--- src/rtl/cska_mp_sequencer.sv ---
// cska_mp_sequencer: multi-precision add/subtract streamed word-serially through one CSKA32 carry-skip adder
module CSKA32 (
    input  logic [31:0] operA,
    input  logic [31:0] operB,
    input  logic        Cin,
    output logic [31:0] resultOUT,
    output logic        Cout
);
    logic [8:0] c;
    assign c[0] = Cin;
    assign Cout = c[8];
    for (genvar g = 0; g < 8; g++) begin : blk
        logic [4:0] rc;
        logic [3:0] p;
        assign rc[0] = c[g];
        for (genvar i = 0; i < 4; i++) begin : bit_g
            assign p[i] = operA[4*g+i] ^ operB[4*g+i];
            assign resultOUT[4*g+i] = p[i] ^ rc[i];
            assign rc[i+1] = (operA[4*g+i] & operB[4*g+i]) | (p[i] & rc[i]);
        end
        // a fully propagating block forwards its carry-in past the ripple chain
        assign c[g+1] = (&p) ? c[g] : rc[4];
    end
endmodule

module cska_mp_sequencer #(
    parameter int WORDS = 4
) (
    input  logic              clk,
    input  logic              rst,
    input  logic              in_valid,
    output logic              in_ready,
    input  logic [32*WORDS-1:0] op_a,
    input  logic [32*WORDS-1:0] op_b,
    input  logic              op_cin,
    input  logic              op_sub,
    output logic              out_valid,
    input  logic              out_ready,
    output logic [32*WORDS-1:0] result,
    output logic              cout,
    output logic              ovf,
    output logic              busy
);
    localparam int W  = 32 * WORDS;
    localparam int IW = $clog2(WORDS);

    typedef enum logic [1:0] {IDLE, RUN, DONE} state_t;
    state_t state, state_n;

    logic [W-1:0]  a_q, b_q;
    logic          c_q;
    logic [IW-1:0] idx;
    logic [31:0]   add_a, add_b, add_s;
    logic          add_ci, add_co, last;

    assign in_ready  = state == IDLE;
    assign busy      = state == RUN;
    assign out_valid = state == DONE;
    assign last      = idx == IW'(WORDS - 1);

    always_comb begin
        add_a   = busy ? a_q[32*idx +: 32] : '0;
        add_b   = busy ? b_q[32*idx +: 32] : '0;
        add_ci  = busy ? c_q : 1'b0;
        state_n = (in_ready && in_valid) ? RUN :
                  (busy && last)         ? DONE :
                  (out_valid && out_ready) ? IDLE : state;
    end

    CSKA32 u_add (
        .operA(add_a),
        .operB(add_b),
        .Cin(add_ci),
        .resultOUT(add_s),
        .Cout(add_co)
    );

    always_ff @(posedge clk) begin
        if (rst) begin
            state  <= IDLE;
            a_q    <= '0;
            b_q    <= '0;
            c_q    <= 1'b0;
            idx    <= '0;
            result <= '0;
            cout   <= 1'b0;
            ovf    <= 1'b0;
        end else begin
            state <= state_n;
            if (in_ready && in_valid) begin
                a_q <= op_a;
                b_q <= op_sub ? ~op_b : op_b;
                c_q <= op_sub | op_cin;
                idx <= '0;
            end else if (busy) begin
                result[32*idx +: 32] <= add_s;
                c_q <= add_co;
                if (last) begin
                    cout <= add_co;
                    ovf  <= (a_q[W-1] == b_q[W-1]) & (add_s[31] != a_q[W-1]);
                end else begin
                    idx <= idx + 1'b1;
                end
            end
        end
    end
endmodule

--- config.mk ---
export PLATFORM = sky130hd
export DESIGN_NAME = cska_mp_sequencer
export DESIGN_NICKNAME = d
export VERILOG_FILES = /design/src/rtl/cska_mp_sequencer.sv
export SDC_FILE = /design/constraint.sdc
export NUM_CORES = 1
export LEC_CHECK = 0
export CORE_AREA = 4 4 165 230
export DETAILED_ROUTE_END_ITERATION = 16
export DIE_AREA = 0 0 169 234
export GPL_TIMING_DRIVEN = 0
export PLACE_DENSITY = 0.91
export SLEW_MARGIN = 20
export SYNTH_ARGS = -nofsm -noshare
export SYNTH_HDL_FRONTEND = slang
export SYNTH_SLANG_ARGS = --single-unit
--- constraint.sdc ---
create_clock -name clk -period 18.1 [get_ports clk]
set_clock_uncertainty 0.15 [all_clocks]
set_input_delay 3.62 -clock clk [delete_from_list [all_inputs] [get_ports clk]]
set_output_delay 3.62 -clock clk [all_outputs]
set_load 0.05 [all_outputs]
; Word-level counts from Yosys, hierarchy flattened
; Cells that the tools add are included.
[totals]
reg_bits = 391
[op_classes]
n_mux = 18
shifts = 4
bitwise_logic = 165
n_addsub = 2
eq_ne = 5
n_reduce_logical = 19
[op_table]
columns = op, count
row1 = 128-bit by 8-bit indexed part select with 32-bit output, 2
row2 = 128-bit bitwise mux, 1
row3 = 128-bit two-way mux, 1
row4 = 128-bit inverter, 1
row5 = 32-bit by 34-bit variable shift with 128-bit output (first input constant), 1
row6 = 32-bit by 34-bit indexed part select with 128-bit output, 1
row7 = 1-bit AND, 65
row8 = 32-bit two-way mux, 2
row9 = 1-bit bitwise XOR, 64
row10 = 7-bit negation with 34-bit output, 1
row11 = 1-bit OR, 33
row12 = 4-bit AND reduction, 8
row13 = 1-bit two-way mux, 12
row14 = 2-bit equality test (second input constant), 2
row15 = 2-bit two-way mux, 2
row16 = 2-bit AND reduction, 2
row17 = 2-bit nonzero test, 2
row18 = 1-bit logical AND, 3
row19 = 3-bit AND reduction, 1
row20 = 3-bit nonzero test, 1
row21 = 2-bit by 1-bit adder with 2-bit output (second input constant), 1
row22 = 2-bit by 1-bit equality test with 1-bit output (second input constant), 1
row23 = 2-bit zero test, 1
row24 = 1-bit inverter, 2
row25 = other kinds (3), 3

; Logic depth before layout (Yosys ltp)
; Gate-level depths: netlist of run 1.
[depth]
depth_word = 77
mapped_depth = 74
mapped_depth_nobuf = 71

; Modules after synthesis
; From an unflattened synthesis of run 1, not the netlist that was laid out.
[unflattened]
cells_unflattened = 1837
area_unflattened_um2 = 17859.6
[modules_own_cells]
columns = mod, area_each_um2, cells_each, n_inst, seq_area_each_um2
row1 = cska_mp_sequencer, 16595.9, 1732, 1, 7827.5
row2 = CSKA32, 1263.7, 105, 1, 0.0

; Worst setup path after synthesis of run 1
; No wires, ideal clock.
[synth_path]
path_type = register -> register
start = reg idx[0]
end = reg ovf
stages_incl_launch_ff = 74
arrival_time_ns = 13.362
period_less_slack_ns = 13.644
path_slack_ns = 4.456
setup_ns = 0.132
path_cell_list = dfxtp_1 > buf_2 > buf_2 > buf_2 > mux4_2 > and2_1 > fa_1 > fa_1 > fa_1 > inv_1 > fa_1 > mux2i_1 > fa_1 > inv_1 > fa_1 > inv_1 > fa_1 > inv_1 > [38 not listed] > inv_1 > fa_1 > inv_1 > fa_1 > inv_1 > fa_1 > nand2_1 > o21ai_0 > nor2b_1 > fa_1 > inv_1 > fa_1 > inv_1 > fa_1 > fa_1 > nor2_1 > a211oi_1 > nor3_1
[synth_between]
elab_chain_len = 75
elab_cells_between_ends = 148
classes_between = eq/ne (2) / shift (2) / mux (9) / bitwise (127) / reduce/logical (8)
[synth_rtl]
columns = element, line
row1 = start: declaration, 52  ; logic [IW-1:0] idx;
row2 = start signal: assignment, 102  ; idx <= idx + 1'b1;
row3 = 128-bit by 8-bit indexed part select with 32-bit output (on tied branches), "62, 63"
row4 = 32-bit two-way mux (on tied branches), "62, 63"
row5 = 1-bit bitwise XOR, 17  ; assign p[i] = operA[4*g+i] ^ operB[4*g+i];
row6 = 1-bit AND, 19  ; assign rc[i+1] = (operA[4*g+i] & operB[4*g+i]) | (p[i] & rc[i]);
row7 = 1-bit OR, 19
row8 = 1-bit AND, 19
row9 = 1-bit OR, 19
row10 = 1-bit AND, 19
row11 = [59 not listed], -
row12 = 1-bit OR, 19
row13 = 1-bit AND, 19
row14 = 1-bit OR, 19
row15 = 1-bit AND, 19
row16 = 1-bit OR, 19
row17 = 1-bit bitwise XOR, 18  ; assign resultOUT[4*g+i] = p[i] ^ rc[i];
row18 = 1-bit inequality test, 100  ; ovf <= (a_q[W-1] == b_q[W-1]) & (add_s[31] != a_q[W-1]);
row19 = 1-bit AND, 100
row20 = end signal: assignment, 100
row21 = end: declaration, 41  ; output logic ovf,
; Parallel ways exist; a longest one is shown, timed or not.
; A chain may end at the register's enable or synchronous reset.

; Worst setup path after layout of run 1
; Same ends and word-level chain as after synthesis.

==> run_results.csv, run 1 <==
group,metric,value,unit
floorplanning,io_pins,395,
clock_network,htree_levels,2,
clock_network,root_buffer,"clkbuf_16",
timing,layout_worst_path_cycle_share,86.07,%
layout,final_nets,2814,
critical_path,cp-start-kind,"flop",
critical_path,ff2ff_path_depth,73,
critical_path,startpoint,"idx[0]",
layout,areaGrowthSynthToFinish,31.73,%
clock_network,cts-buffers-inserted,37,
timing,max_slew_margin,37.85,%
routing,first_pass_iters,6,
clock_network,ctsLongestPathBuffers,3,
routing,drc,0,
placed_design,gp_congestion,0.9491,
routing,routed_wl,66940,µm
routing,vias,17460,
global_routing,grt_pass1_vias,17487,
critical_path,crit_top_cell,"fa_1",
clock_network,cts.sinks,391,
floorplanning,coreArea,0.03581,mm²
routing,wl_per_cell,22.52,µm
logic_synthesis,yosys.area_share.simple,16.65,%
timing,tightest_slew,0.9322,ns
pwr,p_per_area,87.63,mW/mm²
global_routing,overflow,0,
global_routing,grt_pass1_wl,98750,µm
logic_synthesis,synth.yosys.seq_area_share,43.24,%
logic_synthesis,synth_most_common_cell,"dfxtp_1",
layout,postLayoutCoreUtil,66.59,%
routing,drt-initial-drc-count,1877,
layout,n_fill_cell,2671,
min_path,hold_class,"reg -> reg",
logic_synthesis,synthAdderAreaFrac,6.166,%
run,cap_violations,0,
clock_network,hold_buffers,0,
critical_path,critPathArrivalTime,15.84,ns
global_routing,grt_max_degree,17,
run_status,status,"complete, no violations",
timing,finalHoldViolations,0,
logic_synthesis,synth_compound_area_share,14.82,%
logic_synthesis,yosysUniqueCellTypes,42,
logic_synthesis,synthMuxAreaShare,7.880,%
logic_synthesis,synth_commonest_cells,"dfxtp_1 (391), nor2_1 (302), nand2_1 (295), a21oi_1 (190), a211oi_1 (130)",
critical_path,crit_slowest_cell,"fa_1",
min_path,holdPathEnd,"a_q[44]",
min_path,min-delay-start,"a_q[44]",
timing,timing.hold.ws,0.3030,ns
clock_network,clk_pin_slew_worst_paths,0.07,ns
critical_path,cp_top_family,"adder cells",
critical_path,r2r_slack,2.52,ns
floorplanning,die_y,234,µm
routing,via_per_inst,5.875,
logic_synthesis,synth-async-reset-ratio,0,%
clock_network,clock_latency,0.55,ns
critical_path,r2r-end,"ovf",
floorplanning,rows,82,
timing,fmax,0.06419,GHz
critical_path,crit_path_end_kind,"flop",
min_path,holdPathStages,2,
global_routing,antenna_found_initial,3,
logic_synthesis,syn_nets,2383,
logic_synthesis,yosys_warnings,0,
critical_path,path_class,"reg -> reg",
logic_synthesis,synthFlopType,"dfxtp_1",
critical_path,worstPathRequired,18.36,ns
layout,drive_above_1_share,7.855,%
floorplanning,die_w,169,µm
logic_synthesis,yosysTopAreaCellShare,43.24,%
timing,fin_crit,15.58,ns
pwr,leakagePower,8.892,nW
logic_synthesis,synth.area.top_cells,"dfxtp_1 (43%), nor2_1 (6.3%), xnor2_1 (6.2%), nand2_1 (6.1%), a211oi_1 (5.4%)",
placed_design,dp.cells,2905,
layout,instances_no_fill,2972,
timing,final_max_slew_viol_count,0,
logic_synthesis,synth_xor_area_share,6.242,%
floorplanning,initial_core_util,50.55,%
logic_synthesis,synth_top_family_by_area,"simple AND/OR/NAND/NOR gates",
logic_synthesis,syn_inst,2051,
critical_path,crit_buf_inv,23,
routing,drtAntennaViolNets,0,
placed_design,dp_hpwl,52080,µm
timing,fin_setup_tns,0,ns
clock_network,postCtsSetupRepairBufs,0,
critical_path,worst_path_largest_cell_delay,0.70,ns
timing,setup_viol,0,
placed_design,dpl_cell_area,0.02260,mm²
clock_network,cts-resized-gates,0,
timing,rsz0062_at_grt,"false",
logic_synthesis,ys_ff_latch,391,
floorplanning,die_area,0.03955,mm²
placed_design,io_buffers,392,
global_routing,grt_use_total,32.35,%
logic_synthesis,synth_top_area_cell,"dfxtp_1",
critical_path,r2r_start,"idx[0]",
logic_synthesis,syn_avg_cell_area,8.826,µm²
logic_synthesis,synth_edf_count,0,
logic_synthesis,syn_area,0.01810,mm²
layout,finalInstanceArea,0.02384,mm²
pwr,irDropWorstVdd,71.63,µV
critical_path,worst-path-max-fanout,10,
clock_network,cts_tree,"done",
[per-layer routing]
metal | vias up | part of all wire (%) | global-route usage, %
li1 | 7732 | - | -
met1 | 8203 | 33 | 35.19
met2 | 1185 | 49 | 56.30
met3 | 336 | 9.1 | 5.363
met4 | 4 | 8.8 | 24.41
met5 | - | 0.034 | 0
[cell type report]
type	count	area, µm²	area share, %
Antenna cell	2	5.005	0.02099
Tap cell	462	578.1	2.424
Clock buffer	47	1003	4.208
Sequential cell	391	7828	32.83
Timing Repair Buffer	392	3924	16.46
Multi-Input combinational cell	1440	9369	39.29
Buffer	168	709.4	2.975
Inverter	52	195.2	0.8186
Clock inverter	18	232.7	0.9760
[worst register-to-register path, delay by kind of cell, from the launching register on]
| family | cells | cell delay, ns |
|---|---|---|
| and+or+nand+nor | 8 | 0.72 |
| AOI/OAI and AO/OA | 8 | 1.33 |
| adders and majority gates | 32 | 9.59 |
| DFF | 1 | 0.40 |
| buffers and inverters | 23 | 2.49 |
| muxes | 2 | 0.76 |
[power breakdown]
part	leakage [nW]	internal [mW]	switching, mW	total (mW)
sequential	3.20	0.907	0.0283	0.936
combinational	5.08	0.148	0.197	0.345
clock	0.612	0.467	0.342	0.809
total	8.89	1.52	0.568	2.09
[per-stage QoR]
step / worst slack [ns] / power, mW
after floorplan: 4.456 / 1.132
after global placement: 3.010 / 1.278
after detailed placement: 2.667 / 1.289
after CTS: 2.651 / 2.079
after global routing: 1.761 / 2.146
final: 2.521 / 2.090
[sequential cells by signal, indices dropped and copies added, names as in the netlist]
signal	cells
a_q	128
state	2
c_q	1
ovf	1
cout	1
result	128
idx	2
b_q	128
[worst max path at each step]
stage,endpoint,slack [ns],cells after the start
after floorplan,ovf,4.46,73
after detailed placement,ovf,2.67,73
after global routing,ovf,1.76,73
final,ovf,2.52,73
after CTS,ovf,2.65,73
after global placement,ovf,3.01,73
[cell usage in the layout, fill, tap and decap left out, drive strengths merged, types with 28 or more instances in the layout]
cell and n:
a22oi 72, and2 37, dfxtp 391, nor2 323
o21ai 32, mux2i 30, fa 32, inv 56
clkdlybuf4s50 392, buf 53, a21oi 190, nand2 298
xnor2 129, ha 38, mux2 28, a211oi 130
nand2b 32, mux4 36, clkbuf 162
[logic make-up after synthesis]
logic type / after synthesis
buffers and inverters: 220
muxes: 94
adders and majority gates: 70
xor gates and xnor gates: 129
DFF: 391
AOI/OAI and AO/OA: 432
and+or+nand+nor: 715
No activity file was read; power rests on OpenSTA's default activity.
==> inputs of run 2 (changes only) <==
--- a/config.mk
+++ b/config.mk
@@ -10,6 +10,7 @@
 export DIE_AREA = 0 0 169 234
 export GPL_TIMING_DRIVEN = 0
 export PLACE_DENSITY = 0.91
+export SKIP_LAST_GASP = 1
 export SLEW_MARGIN = 20
 export SYNTH_ARGS = -nofsm -noshare
 export SYNTH_HDL_FRONTEND = slang
==> results of run 2 <==
The final DEF is identical to that of run 1; final timing and power are the same.
==> inputs of run 3 (changes only) <==
--- a/config.mk
+++ b/config.mk
@@ -5,6 +5,7 @@
 export SDC_FILE = /design/constraint.sdc
 export NUM_CORES = 1
 export LEC_CHECK = 0
+export CAP_MARGIN = 40
 export CORE_AREA = 4 4 165 230
 export DETAILED_ROUTE_END_ITERATION = 16
 export DIE_AREA = 0 0 169 234
==> run 3 against run 2 <==
Effect of this change: first-iteration DRC count increased by 2.0%; worst hold slack improved by 0.0016 ns; combinational power about the same; largest cell class unchanged; count of clock-buffer cells in the layout grew 7; setup slack gained 0.064 ns; via count rose by 0.72%.
==> run_results.csv, run 3 (synthesis results as in run 1) <==
group,metric,value,unit
critical_path,crit_top_cell,"fa_1",
critical_path,cp_top_family,"adder cells",
global_routing,grt_pass1_vias,17390,
routing,via_per_inst,5.905,
routing,wl_per_cell,22.66,µm
layout,regArea,0.007828,mm²
floorplanning,rows,82,
timing,fin_setup_tns,0,ns
timing,finalHoldViolations,0,
clock_network,cts-buffers-inserted,37,
floorplanning,coreArea,0.03581,mm²
routing,vias,17585,
global_routing,antenna_found_initial,4,
routing,routed_wl,67490,µm
critical_path,cp-start-kind,"flop",
timing,fin_crit,15.52,ns
run,cap_violations,0,
critical_path,crit_slowest_cell,"fa_1",
global_routing,overflow,0,
floorplanning,die_y,234,µm
clock_network,cts-resized-gates,0,
layout,multi_input_area,0.009369,mm²
floorplanning,die_w,169,µm
global_routing,grt_use_total,32.44,%
run_status,status,"complete, no violations",
timing,setup_viol,0,
floorplanning,initial_core_util,50.55,%
routing,first_pass_iters,6,
clock_network,clk_pin_slew_worst_paths,0.07,ns
layout,layout_commonest_cell,"clkdlybuf4s50_1",
clock_network,ctsLongestPathBuffers,3,
critical_path,worst-path-max-fanout,10,
pwr,p_per_area,89.51,mW/mm²
timing,fmax,0.06445,GHz
timing,layout_worst_path_cycle_share,85.72,%
floorplanning,die_area,0.03955,mm²
timing,final_max_slew_viol_count,0,
placed_design,gp_congestion,0.9491,
pwr,irDropWorstVdd,76.55,µV
pwr,leakagePower,8.962,nW
clock_network,hold_buffers,0,
critical_path,crit_buf_inv,23,
timing,max_slew_margin,38.28,%
critical_path,path_class,"reg -> reg",
layout,areaGrowthSynthToFinish,32.56,%
placed_design,io_buffers,392,
global_routing,grt_max_degree,16,
layout,n_fill_cell,2632,
layout,reg.largest.list,"a_q (128), b_q (128), result (128)",
routing,drc,0,
critical_path,critPathArrivalTime,15.78,ns
timing,tightest_slew,0.9258,ns
clock_network,postCtsSetupRepairBufs,0,
clock_network,root_buffer,"clkbuf_16",
clock_network,clock_latency,0.55,ns
placed_design,dp_hpwl,52190,µm
clock_network,cts_tree,"done",
clock_network,cts.sinks,391,
layout,final_nets,2815,
routing,drt-initial-drc-count,1915,
critical_path,crit_path_end_kind,"flop",
timing,rsz0062_at_grt,"false",
critical_path,worst_path_largest_cell_delay,0.72,ns
floorplanning,io_pins,395,
routing,drtAntennaViolNets,0,
clock_network,htree_levels,2,
min_path,hold_class,"reg -> reg",
critical_path,worstPathRequired,18.36,ns
global_routing,grt_pass1_wl,98570,µm
pwr,power,2.148,mW
layout,drive_above_1_share,8.161,%
layout,final_cell_mix,"clkdlybuf4s50_1 (392), dfxtp_1 (391), nor2_1 (302)",
-- run 3: cell types whose count changed in the layout (fill, tap and decap cells not counted), sizes merged --
| cell | delta |
|---|---|
| clkbuf | +7 |
| buf | +1 |
| clkinv | -3 |
| clkinvlp | +1 |
| inv | -2 |
| diode | +2 |
-- run 3: metrics by stage --
step | instance area (µm²) | hold slack (ns) | cells | utilization [%] | worst slack, ns
2_1_floorplan | 18100 | 0.2829 | 2051 | - | 4.456
3_3_place_gp | 22600 | 0.2884 | 2905 | 63.12 | 3.010
3_5_place_dp | 22610 | 0.2933 | 2906 | 63.16 | 2.701
4_1_cts | 23980 | 0.3022 | 2974 | 66.98 | 2.655
5_1_grt | 23990 | 0.3207 | 2975 | 66.99 | 1.846
6_report | 23990 | 0.3047 | 2978 | 67.01 | 2.584
-- run 3: power breakdown --
group | leakage (nW) | internal [mW] | total [mW] | switching [mW]
registers | 3.20 | 0.907 | 0.935 | 0.0282
clock network | 0.676 | 0.520 | 0.865 | 0.346
logic | 5.09 | 0.148 | 0.347 | 0.199
-- run 3: metal layers --
metal  wire (µm)  part of all wire (%)  track usage, %  vias to the layer above
met4        5986                   8.9           24.57                        6
met5          34                 0.050               0                        -
met3        6472                   9.6           5.261                      332
met2       32790                    49           56.33                     1268
li1            -                     -               -                     7743
met1       22210                    33           35.40                     8236
-- run 3: worst register-to-register path, delay by kind of cell, from the launching register on --
kind | cells | cell delay, ns
compound gates | 8 | 1.30
fa+ha+maj | 32 | 9.62
buf+inv | 23 | 2.44
flops | 1 | 0.40
mux | 2 | 0.76
simple gates | 8 | 0.72
-- run 3: final cells by class --
cell class | instances | share of cell area, %
Multi-Input combinational cell | 1440 | 39.05
Sequential cell | 391 | 32.62
Timing Repair Buffer | 393 | 16.40
Clock buffer | 54 | 4.844
Buffer | 168 | 2.957
Tap cell | 462 | 2.409
Clock inverter | 14 | 0.8656
Inverter | 52 | 0.8135
Antenna cell | 4 | 0.04172
-- run 3: worst paths after layout --
check / from / end / slack [ns] / depth (start not counted)
setup reg to reg: idx[0] / ovf / 2.58 / 73
hold reg to reg: a_q[120] / a_q[120] / 0.30 / 2
hold / removal: a_q[120] / a_q[120] / 0.30 / 2
setup / recovery: idx[0] / ovf / 2.58 / 73
